==> src/rtl/mfp_gpio_debounce_pkg.sv <==
// Shared constants for the GPIO input conditioner (board channel counts, debounce depths).
package mfp_gpio_debounce_pkg;

    localparam int unsigned MFP_N_SW          = 16;
    localparam int unsigned MFP_N_PB          = 5;
    localparam int unsigned MFP_DB_CYCLES_HW  = 500000;
    localparam int unsigned MFP_DB_CYCLES_SIM = 4;

    localparam int unsigned SYNC_STAGES_MIN = 2;
    localparam int unsigned SYNC_STAGES_MAX = 4;

    // Synchroniser depth outside 2..4 is pulled to the nearest legal value.
    function automatic int unsigned legal_sync_depth(input int unsigned n);
        if (n < SYNC_STAGES_MIN)
            return SYNC_STAGES_MIN;
        else if (n > SYNC_STAGES_MAX)
            return SYNC_STAGES_MAX;
        else
            return n;
    endfunction

endpackage

==> src/rtl/mfp_debounce_ch.sv <==
// One debounce channel: pin synchroniser, consecutive-sample counter, stable level and edge pulses.
module mfp_debounce_ch #(
    parameter int   SYNC_STAGES = 2,
    parameter int   DB_CYCLES   = 4,
    parameter int   CNT_W       = 3,
    parameter logic RESET_BIT   = 1'b0
) (
    input  logic HCLK,
    input  logic HRESETn,
    input  logic in_raw,
    output logic stable,
    output logic rise,
    output logic fall
);

    logic [SYNC_STAGES-1:0] sync_r;
    logic                   sync_q;
    logic [CNT_W-1:0]       cnt;
    logic                   done;

    assign sync_q = sync_r[SYNC_STAGES-1];
    assign done   = (sync_q != stable) && (cnt == CNT_W'(DB_CYCLES - 1));

    always_ff @(posedge HCLK or negedge HRESETn) begin
        if (!HRESETn) begin
            sync_r <= {SYNC_STAGES{RESET_BIT}};
            stable <= RESET_BIT;
            cnt    <= '0;
            rise   <= 1'b0;
            fall   <= 1'b0;
        end else begin
            sync_r <= {sync_r[SYNC_STAGES-2:0], in_raw};
            rise   <= done & sync_q;
            fall   <= done & ~sync_q;
            // Any return to the stable level, or an accepted change, restarts the count.
            if ((sync_q == stable) || done)
                cnt <= '0;
            else
                cnt <= cnt + 1'b1;
            if (done)
                stable <= sync_q;
        end
    end

endmodule

==> src/rtl/mfp_gpio_debounce.sv <==
// Multi-channel switch/button conditioner with sticky change flags; level irq when
// MFP_GPIO_DEBOUNCE_IRQ_EN is defined, otherwise irq is tied low.
module mfp_gpio_debounce
    import mfp_gpio_debounce_pkg::*;
#(
    parameter int              N_CH        = 16,
    parameter int              SYNC_STAGES = 2,
    parameter int              DB_CYCLES   = 4,
    parameter int              CNT_W       = $clog2(DB_CYCLES + 1),
    parameter logic [N_CH-1:0] RESET_VAL   = {N_CH{1'b0}}
) (
    input  logic            HCLK,
    input  logic            HRESETn,
    input  logic [N_CH-1:0] in_raw,
    input  logic            clr_en,
    input  logic [N_CH-1:0] clr_mask,
    input  logic [N_CH-1:0] irq_mask,
    output logic [N_CH-1:0] stable,
    output logic [N_CH-1:0] rise,
    output logic [N_CH-1:0] fall,
    output logic [N_CH-1:0] changed,
    output logic            irq
);

    localparam int SYNC_N = int'(legal_sync_depth(SYNC_STAGES));

    for (genvar i = 0; i < N_CH; i++) begin : g_ch
        mfp_debounce_ch #(
            .SYNC_STAGES (SYNC_N),
            .DB_CYCLES   (DB_CYCLES),
            .CNT_W       (CNT_W),
            .RESET_BIT   (RESET_VAL[i])
        ) u_ch (
            .HCLK    (HCLK),
            .HRESETn (HRESETn),
            .in_raw  (in_raw[i]),
            .stable  (stable[i]),
            .rise    (rise[i]),
            .fall    (fall[i])
        );
    end

    // A new edge in the same cycle as a clear keeps the flag set.
    always_ff @(posedge HCLK or negedge HRESETn) begin
        if (!HRESETn)
            changed <= '0;
        else
            changed <= (changed & ~({N_CH{clr_en}} & clr_mask)) | rise | fall;
    end

`ifdef MFP_GPIO_DEBOUNCE_IRQ_EN
    always_ff @(posedge HCLK or negedge HRESETn) begin
        if (!HRESETn)
            irq <= 1'b0;
        else
            irq <= |(changed & irq_mask);
    end
`else
    logic irq_mask_unused;
    assign irq_mask_unused = ^irq_mask;
    assign irq             = 1'b0;
`endif

endmodule
==> config.mk <==
export PLATFORM = sky130hd
export DESIGN_NAME = mfp_gpio_debounce
export DESIGN_NICKNAME = d
export VERILOG_FILES = /design/src/rtl/mfp_gpio_debounce_pkg.sv /design/src/rtl/mfp_debounce_ch.sv /design/src/rtl/mfp_gpio_debounce.sv
export SDC_FILE = /design/constraint.sdc
export NUM_CORES = 1
export LEC_CHECK = 0
export ABC_AREA = 1
export CAP_MARGIN = 20
export CORE_MARGIN = 8
export CORE_UTILIZATION = 57
export CTS_CLUSTER_DIAMETER = 120
export DETAILED_ROUTE_END_ITERATION = 8
export DONT_BUFFER_PORTS = 1
export GPL_ROUTABILITY_DRIVEN = 0
export HOLD_SLACK_MARGIN = 0.15
export PLACE_DENSITY = 0.75
export RECOVER_POWER = 50
export REMOVE_ABC_BUFFERS = 1
export SYNTH_ARGS = -nofsm -noshare
export SYNTH_HDL_FRONTEND = slang
export SYNTH_SLANG_ARGS = --single-unit
==> constraint.sdc <==
create_clock -name HCLK -period 1 [get_ports HCLK]
set_input_delay 0.3 -clock HCLK [delete_from_list [all_inputs] [get_ports HCLK]]
set_output_delay 0.3 -clock HCLK [all_outputs]
set_load 0.02 [all_outputs]
==> summary.txt <==
Synth
  • #FFs+latches synth: 144
  • Post-Syn Area: 0.005873 mm2
  • Post-Syn Area per Cell: 10.20 um2
  • Most common cell in the netlist: dfrtp_1
  • Ys Warns: 0
  • Synth area leader: dfrtp_1
  • Area fraction of the dominant cell type after synthesis: 61.35%
  • Primary FF master, synth: dfrtp_1
  • Library cells used by synthesis: 11
  • Sequential area share after synthesis: 61.35%
  • Syn Inst Count: 576
  • Leading cell types by count after synthesis: dfrtp_1, nand2_1, nor2_1
  • Synth top area cells: dfrtp_1, ha_1, nand2_1
  • Post-synth EDFFs: 0
  • Async SR Flop Fraction: 100.0%

Timing
  • Clock Skew: 7.645 ps
  • Period utilisation layout: 135.3%
  • Final Hold Fails: 144
  • RSZ-0062 raised after global routing: true
  • Worst rel slew slack: 40.88%
  • Worst hold margin: -513.2 ps
  • Worst setup margin: -352.7 ps
  • Tightest Pin Transition: 886.8 ps
  • # setup viols final: 116
  • Fmax: 0.7393 GHz
  • Max-slew violation count: 0
  • Tmin final: 1353 ps

Worst setup path
  • R2R depth: 5
  • R2R Path End: g_ch[1].u_ch.cnt[0]
  • CP Class: flip-flop to output pin
  • CP top delay family: flip-flops
  • CP startpoint: g_ch[12].u_ch.stable
  • Reg-to-Reg Start: g_ch[1].u_ch.cnt[0]
  • CP Data Required Time: 700 ps
  • Crit path arrival time: 1050 ps
  • Cell depth of the worst setup path: 1
  • Worst-path maximum fanout: 3
  • R2R Setup Slk: -70 ps
  • Crit start category: flip-flop
  • Crit-path slowest cell: dfrtp_1
  • Endpoint class of the critical path: output pin
  • CP Cell Sequence: buf_6
  • Worst Setup EP: stable[12]
  • Critical path's largest stage delay: 400 ps
  • CP bufs+invs: 1

Place
  • Dpl hpwl: 6.213 mm
  • IO buf count: 0
  • Pre-CTS setup slack: -133.1 ps

Global routing
  • GRT overflow: 0
  • Initial antenna violation count: 1
  • First-pass GRT wire length: 19.19 mm
  • Largest net degree at the start of global routing: 145
  • GRT Util Overall: 17.25%
  • Vias in the first global route: 4152

Floorplanning
  • Number of I/O pins: 116
  • Initial core utilization: 57.67%
  • Die area: 0.01381 mm2
  • DIE HEIGHT: 117.5 um
  • Die Wd: 117.5 um
  • Row count: 37
  • Core box area: 0.01018 mm2

Outcome
  • Status: finished with violations
  • Failing checks: negative hold slack, negative setup slack

Clocking
  • Clk_lat worst skew: 510 ps
  • CTS Hold Bufs: 33
  • Clock H-tree levels: 4
  • CTS tree: built
  • CTS root buf: clkbuf_8
  • Clk buf depth: 2
  • Clock Pin Slew Worst Setup and Hold Paths: 60 ps
  • Inserted Clock Buffers: 17
  • CTS Sinks: 144

Cells and area
  • Area of the multi-input gates: 0.002469 mm2
  • Nets: 721
  • Final Util: 78.75%
  • Fillers: 569
  • Reg area: 0.003664 mm2
  • Share of layout cells above drive strength 1: 50.47%
  • Layout area overhead: 36.56%

Min path
  • Hold WC Path Type: input pin to asynchronous set/reset pin

Route
  • Vias: 3717
  • First DRT Iteration DRCs: 305
  • Vias per cell: 4.809
  • Post-route ant nets: 0
  • Final wirelength: 12.33 mm
  • Drt first pass iters: 4
  • Post-detailed-route wirelength per cell: 15.95 um
  • Drt drc: 0

Pwr
  • Peak VDD IR: 1.700 mV
  • Cell Pwr Density: 2698 mW/mm2
  • Pleak: 0.003648 uW

Flow run
  • Max-cap check violation count: 0
power breakdown:
| group | internal [uW] | switching, uW | total, uW |
|---|---|---|---|
| Sequential | 7190 | 1420 | 8610 |
| Combinational | 3230 | 3610 | 6840 |
| Clock | 3900 | 2290 | 6190 |
timing repair:
action                                 CTS  global route
endpoints found under the hold margin  176           144
cloned                                   0             0
gates resized for setup                204           149
setup endpoints to repair              160           164
buffers inserted                        17            19
pin swaps                               55            49
routing by layer:
layer	track usage, %	up-vias	wire, um
li1	-	1761	-
met4	6.405	0	201
met3	5.707	16	620
met1	16.57	1847	4348
met5	0	-	0
met2	33.15	93	7157
metrics by stage:
| step | instance area [um2] | total power (uW) | cells | setup TNS, ps |
|---|---|---|---|---|
| final | 8020 | 21640 | 773 | -19050 |
| after CTS | 7490 | 19890 | 758 | -22940 |
| after floorplan | 5474 | 10620 | 525 | -223.6 |
| after detailed placement | 5764 | 11810 | 677 | -5534 |
| after global routing | 8020 | 22860 | 773 | -24080 |
| after global placement | 5764 | 11480 | 677 | -1850 |
worst min-delay path by stage:
| stage | startpoint | depth (start not counted) | end | slack [ps] |
|---|---|---|---|---|
| after floorplan | HRESETn | 0 | changed[0] | 4 |
| after global placement | HRESETn | 0 | g_ch[0].u_ch.cnt[2] | 8 |
| after CTS | HRESETn | 0 | g_ch[0].u_ch.cnt[0] | -540 |
| after detailed placement | HRESETn | 0 | g_ch[0].u_ch.cnt[0] | 7 |
| final | HRESETn | 0 | g_ch[0].u_ch.cnt[0] | -510 |
| after global routing | HRESETn | 0 | g_ch[0].u_ch.cnt[0] | -550 |
placed cells by master (no fill, tap or decap), types with 11 or more instances in the layout:
cell type and count:
inv_2 28, dfrtp_1 96, inv_4 13, ha_4 44, buf_4 31, clkbuf_16 16
nand2_4 13, buf_6 16, nand2_1 72, nor2_4 11, inv_1 53, nor2_1 48
dlygate4sd3_1 32, nand2_2 42, nor2_2 37, dfrtp_2 48, o21ai_1 11
sequential cells by signal, indices dropped and copies added (netlist names):
name	cells
g_ch.u_ch.fall	16
changed	16
g_ch.u_ch.rise	16
g_ch.u_ch.stable	16
g_ch.u_ch.cnt	48
g_ch.u_ch.sync_r	32
layout make-up:
type	instances	share of cell area [%]
diodes	1	0.03120
well taps	136	2.122
clock buffers	20	5.554
repair buffers	80	9.298
flip-flops and latches	144	45.68
multi-input cells	287	30.78
inverters	94	4.805
clock inverters	11	1.732
logic make-up after synthesis:
| group | share of synthesized area (%) |
|---|---|
| AOI/OAI and AO/OA | 1.363 |
| adders and majority gates | 9.800 |
| buffers and inverters | 12.80 |
| DFF | 61.35 |
| other | 0.06385 |
| and+or+nand+nor | 14.61 |
Power figures use the tool's default switching activity.
